## src/rtl/native_in_port.sv

```systemverilog
// Write-side native video port: captures a vsync/hsync/de stream into VDMA FIFO
// writes, enforcing the latched frame geometry and emitting alignment pulses.
module native_in_port #(
    parameter int    DSIZE = 24,
    parameter string MODE  = "ONCE"
) (
    input  logic             clock,
    input  logic             rst_n,
    input  logic [15:0]      vactive,
    input  logic [15:0]      hactive,
    input  logic             in_vsync,
    input  logic             in_hsync,
    input  logic             in_de,
    input  logic [DSIZE-1:0] in_data,
    output logic             wr_en,
    output logic [DSIZE-1:0] wdata,
    output logic             falign,
    output logic             lalign,
    output logic             ealign,
    output logic             line_short,
    output logic             line_long,
    output logic             frame_short,
    output logic             busy
);

    localparam bit LINE_MODE = (MODE == "LINE");

    typedef enum logic [1:0] {
        WAIT    = 2'd0,
        CAPTURE = 2'd1,
        HOLD    = 2'd2
    } state_t;

    state_t state, state_nx;

    logic        vs_q, de_q;
    logic [15:0] pcnt, lcnt;
    logic [15:0] hact_s, vact_s;

    logic        vs_fall, de_fall, geo_ok;
    logic [15:0] lcnt_inc;

    logic [15:0]      pcnt_nx, lcnt_nx;
    logic             wr_nx, fal_nx, lal_nx, eal_nx;
    logic             ls_nx, ll_nx, fs_nx;
    logic [DSIZE-1:0] wdata_nx;

    // hsync is carried for interface symmetry only
    logic unused_hsync;
    assign unused_hsync = in_hsync;

    assign vs_fall  = vs_q & ~in_vsync;
    assign de_fall  = de_q & ~in_de;
    assign geo_ok   = (vactive != 16'd0) && (hactive != 16'd0);
    assign lcnt_inc = lcnt + 16'd1;
    assign busy     = (state == CAPTURE);

    always_ff @(posedge clock) begin
        if (!rst_n) begin
            state <= WAIT;
        end else begin
            state <= state_nx;
        end
    end

    always_comb begin
        state_nx = state;
        pcnt_nx  = pcnt;
        lcnt_nx  = lcnt;
        wdata_nx = wdata;
        wr_nx    = 1'b0;
        fal_nx   = 1'b0;
        lal_nx   = 1'b0;
        eal_nx   = 1'b0;
        ls_nx    = 1'b0;
        ll_nx    = 1'b0;
        fs_nx    = 1'b0;
        if (vs_fall) begin
            // vs_fall beats a coincident de_fall; the closing line is dropped
            fal_nx   = geo_ok || (state == CAPTURE);
            fs_nx    = (state == CAPTURE);
            pcnt_nx  = 16'd0;
            lcnt_nx  = 16'd0;
            state_nx = geo_ok ? CAPTURE : WAIT;
            if (geo_ok && in_de) begin
                wr_nx    = 1'b1;
                wdata_nx = in_data;
                pcnt_nx  = 16'd1;
            end
        end else if (state == CAPTURE) begin
            if (de_fall) begin
                ls_nx   = (pcnt < hact_s);
                lal_nx  = LINE_MODE;
                pcnt_nx = 16'd0;
                lcnt_nx = lcnt_inc;
                if (lcnt_inc == vact_s) begin
                    eal_nx   = 1'b1;
                    state_nx = HOLD;
                end
            end else if (in_de) begin
                if (pcnt < hact_s) begin
                    wr_nx    = 1'b1;
                    wdata_nx = in_data;
                    pcnt_nx  = pcnt + 16'd1;
                end else begin
                    ll_nx = 1'b1;
                end
            end
        end
    end

    always_ff @(posedge clock) begin
        if (!rst_n) begin
            vs_q        <= 1'b0;
            de_q        <= 1'b0;
            pcnt        <= 16'd0;
            lcnt        <= 16'd0;
            hact_s      <= 16'd0;
            vact_s      <= 16'd0;
            wr_en       <= 1'b0;
            wdata       <= '0;
            falign      <= 1'b0;
            lalign      <= 1'b0;
            ealign      <= 1'b0;
            line_short  <= 1'b0;
            line_long   <= 1'b0;
            frame_short <= 1'b0;
        end else begin
            vs_q        <= in_vsync;
            de_q        <= in_de;
            pcnt        <= pcnt_nx;
            lcnt        <= lcnt_nx;
            if (vs_fall) begin
                hact_s <= hactive;
                vact_s <= vactive;
            end
            wr_en       <= wr_nx;
            wdata       <= wdata_nx;
            falign      <= fal_nx;
            lalign      <= lal_nx;
            ealign      <= eal_nx;
            line_short  <= ls_nx;
            line_long   <= ll_nx;
            frame_short <= fs_nx;
        end
    end

endmodule

```

## config.mk

```make
export PLATFORM = sky130hd
export DESIGN_NAME = native_in_port
export DESIGN_NICKNAME = d
export VERILOG_FILES = /design/src/rtl/native_in_port.sv
export SDC_FILE = /design/constraint.sdc
export NUM_CORES = 1
export LEC_CHECK = 0
export ABC_AREA = 1
export CELL_PAD_IN_SITES_DETAIL_PLACEMENT = 0
export CELL_PAD_IN_SITES_GLOBAL_PLACEMENT = 1
export CORE_UTILIZATION = 38
export DETAILED_ROUTE_END_ITERATION = 8
export PLACE_DENSITY_LB_ADDON = 0.1
export SLEW_MARGIN = 5
export SYNTH_ARGS = -nofsm -noshare
export SYNTH_HDL_FRONTEND = slang
export SYNTH_SLANG_ARGS = --single-unit
```

## constraint.sdc

```tcl
create_clock -name clock -period 2.47 [get_ports clock]
set_clock_uncertainty 0.1 [all_clocks]
set_input_delay 0.3705 -clock clock [delete_from_list [all_inputs] [get_ports clock]]
set_output_delay 0.3705 -clock clock [all_outputs]
set_load 0.02 [all_outputs]
```

==> flow_summary.toml, run 1 <==
[run_status]
status = "completed"

[logic_synthesis]
syn_area_sq_um = 5300
ys_seq_elements = 98
avgSynthCellArea_sq_um = 6.80
synth_top_family_by_area = "simple AND/OR/NAND/NOR gates"
synth_cell_types = 38
yosys.area_share.simple_pct = 33.7
synth_xor_area_share_pct = 2.76
synth_compound_area_share_pct = 11.0
ys_seq_area_share_pct = 37.0
yosys_most_used_dff = "dfxtp_1"
synth-edff-count = 0
yosysWarnings = 0
synthMuxAreaShare_pct = 0
synthAdderAreaFrac_pct = 4.01
synth_async_sr_flop_share_pct = 0
syn_nets = 858
netlist_instances = 780

[power]
p_sw_mw = 1.09
total_power_mw = 4.18
power_frac_comb_pct = 17.4
power.density_nw_per_um2 = 611
leakage_nw = 2.95
p_int_mw = 3.09
clkPwrFrac_pct = 41.9
irDropWorstVdd_v = 0.000398
seqPwrFrac_pct = 40.7
switching_share_pct = 26.0

[sta]
drv_slew = 0
rsz0062_at_grt = "no"
min_period_ns = 2.21
fin_tns_setup_ns = 0
setup_viol_count_final = 0
hold_viol = 0
finalCritPeriodShare_pct = 89.4
clock.fmax_ghz = 0.453
slew_headroom_pct = 59.9
whs_ns = 0.236
tightest_slew_ns = 0.602

[route]
ant_nets = 0
drtIter0Drc = 402
wirelength_um = 14700
dr.pass1.iters = 7
vias = 5256
avgViaCountPerCell = 4.99
drc_errors = 0
wl_per_cell_um = 13.9

[grt]
grt_use_total_pct = 21.0
gr-total-overflow = 0
grt_start_max_net_pins = 54
antenna_found_initial = 0
grt_pass1_vias = 5017
grt_first_pass_wirelength_um = 23800

[clock_network]
htreeDepth = 3
cts_tree = "yes"
root_buffer = "clkbuf_16"
clock_latency_ns = 0.35
cts_made_buffers = 9
clock_path_buffers = 2
clk_pin_slew_worst_paths_ns = 0.07
post_cts_buffers = 0
cts.sinks = 98

[critical_path]
cp-start-kind = "flip-flop"
cp_data_required_time_ns = 2.61
critPathBufInv = 1
path_cells = "ha_1 > nand2_1 > o21bai_1 > nand2_1 > nand2_1 > nand2_1 > nand2_1 > nand3_1 > nand2_2 > nand2_4 > clkinvlp_4 > nor2_1 > nor2_1"
endpoint_kind = "flip-flop"
critPathMaxStageDelay_ns = 0.38
cp_top_family = "simple AND/OR/NAND/NOR gates"
regToRegSetupSlack_ns = 0.26
critPathKind = "reg -> reg"
cpMostUsedCell = "nand2_1"
crit_slowest_cell = "dfxtp_1"
worst_ep_arrival_time_ns = 2.35
crit_path_max_fanout = 17

[die]
die_w_um = 120
ios = 93
fp-row-count = 42
core_area_sq_um = 13400
die_area_sq_um = 14400
die_y_um = 120
start_util_pct = 39.6

[place]
io_buffers = 90
routabilityCongestion = 0.869
hpwl_um = 11000
dp_cells = 1038

[final_layout]
finalNetCount = 951
layout_common_cells = "149 x nand2_1, 119 x inv_1, 98 x dfxtp_1"
finalNonFillerCells = 1054
layout_commonest_cell = "nand2_1"
area_delta_synth_final_pct = 29.1
drive_gt1_share_pct = 7.97
final_util_pct = 51.1
antenna_cells = 0

[run]
max-cap-violations = 0

[min_path]
hp-class = "in -> reg"
tightest hold or removal path, cell delays in order:
cell	delay, ns
buf_2	0.10
inv_2	0.08
nor2_1	0.10
timing repair:
item,4_1_cts,5_1_grt
setup endpoints to repair,0,8
resized for setup,0,2
hold buffers,0,0
synth_stat cells, types with 2 or more instances:
cell,number,area (sq um)
nand2_1,150,563
inv_1,120,450
dfxtp_1,98,1960
nand3_1,96,480
nor2_1,86,323
a21oi_1,44,220
o21ai_0,31,155
o22ai_1,24,150
ha_1,17,213
nand4_1,17,106
clkbuf_1,11,41.3
buf_2,8,40.0
nand2_2,8,50.1
nor3_1,8,40.0
xor2_1,8,70.1
inv_2,7,26.3
nor2_2,6,37.5
nor4_1,6,37.5
buf_4,5,37.5
buf_1,4,15.0
nand3_2,3,30.0
o21bai_1,3,22.5
xnor3_1,3,67.6
nor2_8,2,40.0
o21ai_1,2,10.0
final timing paths:
path,end,from,depth (start not counted)
setup / recovery,pcnt[1],pcnt[3],13
hold / removal,wr_en,rst_n,3
setup reg to reg,pcnt[1],pcnt[3],13
hold reg to reg,state[1],state[1],2
final cells by class:
type	instances	area, sq um
fill	1348	6550
multi-input combinational	527	2740
sequential	98	1960
timing repair buffer	110	1070
inverter	127	480
clock buffer	10	239
tap	176	220
clock inverter	6	136
logic make-up (layout without fill, tap and decap cells):
logic type                 Yosys count  count (layout)
AOI/OAI and AO/OA                  107             107
xor gates and xnor gates            12              12
adders and majority gates           17              17
buffers and inverters              155             253
DFF                                 98              98
other                                1               1
and+or+nand+nor                    390             390
per-layer routing:
metal	global-route usage, %	vias to the layer above	routed length (um)
li1	-	2709	-
met1	24.2	2390	6210
met2	37.7	130	7440
met3	5.09	27	764
met4	6.95	0	287
met5	0	-	0
registers in the layout, indices dropped and copies added (netlist names):
| name | flops |
|---|---|
| vact_s | 16 |
| vs_q | 1 |
| line_short | 1 |
| wdata | 24 |
| line_long | 1 |
| de_q | 1 |
| state | 2 |
| frame_short | 1 |
| hact_s | 16 |
| ealign | 1 |
| wr_en | 1 |
| lcnt | 16 |
| falign | 1 |
| pcnt | 16 |
power groups by stage:
stage          combinational, mW  sequential (mW)  clock, mW
2_1_floorplan              0.388             1.77          0
5_1_grt                    0.807             1.71       1.86
3_3_place_gp               0.716             1.73          0
3_5_place_dp               0.727             1.74          0
6_report                   0.728             1.70       1.75
4_1_cts                    0.731             1.70       1.80
metrics by stage:
step | worst slack, ns | cell area, sq um
floorplan | 0.576 | 5300
global placement | 0.0857 | 6460
detailed placement | 0.0730 | 6460
CTS | 0.134 | 6840
global route | 0.0407 | 6850
finish | 0.262 | 6850
Note: power is estimated with default switching activity, not from simulation.
==> inputs of run 2 (changes only) <==
--- a/config.mk
+++ b/config.mk
@@ -11,6 +11,7 @@
 export CORE_UTILIZATION = 38
 export DETAILED_ROUTE_END_ITERATION = 8
 export PLACE_DENSITY_LB_ADDON = 0.1
+export SKIP_LAST_GASP = 1
 export SLEW_MARGIN = 5
 export SYNTH_ARGS = -nofsm -noshare
 export SYNTH_HDL_FRONTEND = slang
==> results of run 2 <==
Same layout as run 1: the final DEF is identical, and so are final timing and power.
==> inputs of run 3 (changes only) <==
--- a/config.mk
+++ b/config.mk
@@ -16,3 +16,4 @@
 export SYNTH_ARGS = -nofsm -noshare
 export SYNTH_HDL_FRONTEND = slang
 export SYNTH_SLANG_ARGS = --single-unit
+export TNS_END_PERCENT = 20
==> results of run 3 <==
Same layout as run 1: the final DEF is identical, and so are final timing and power.
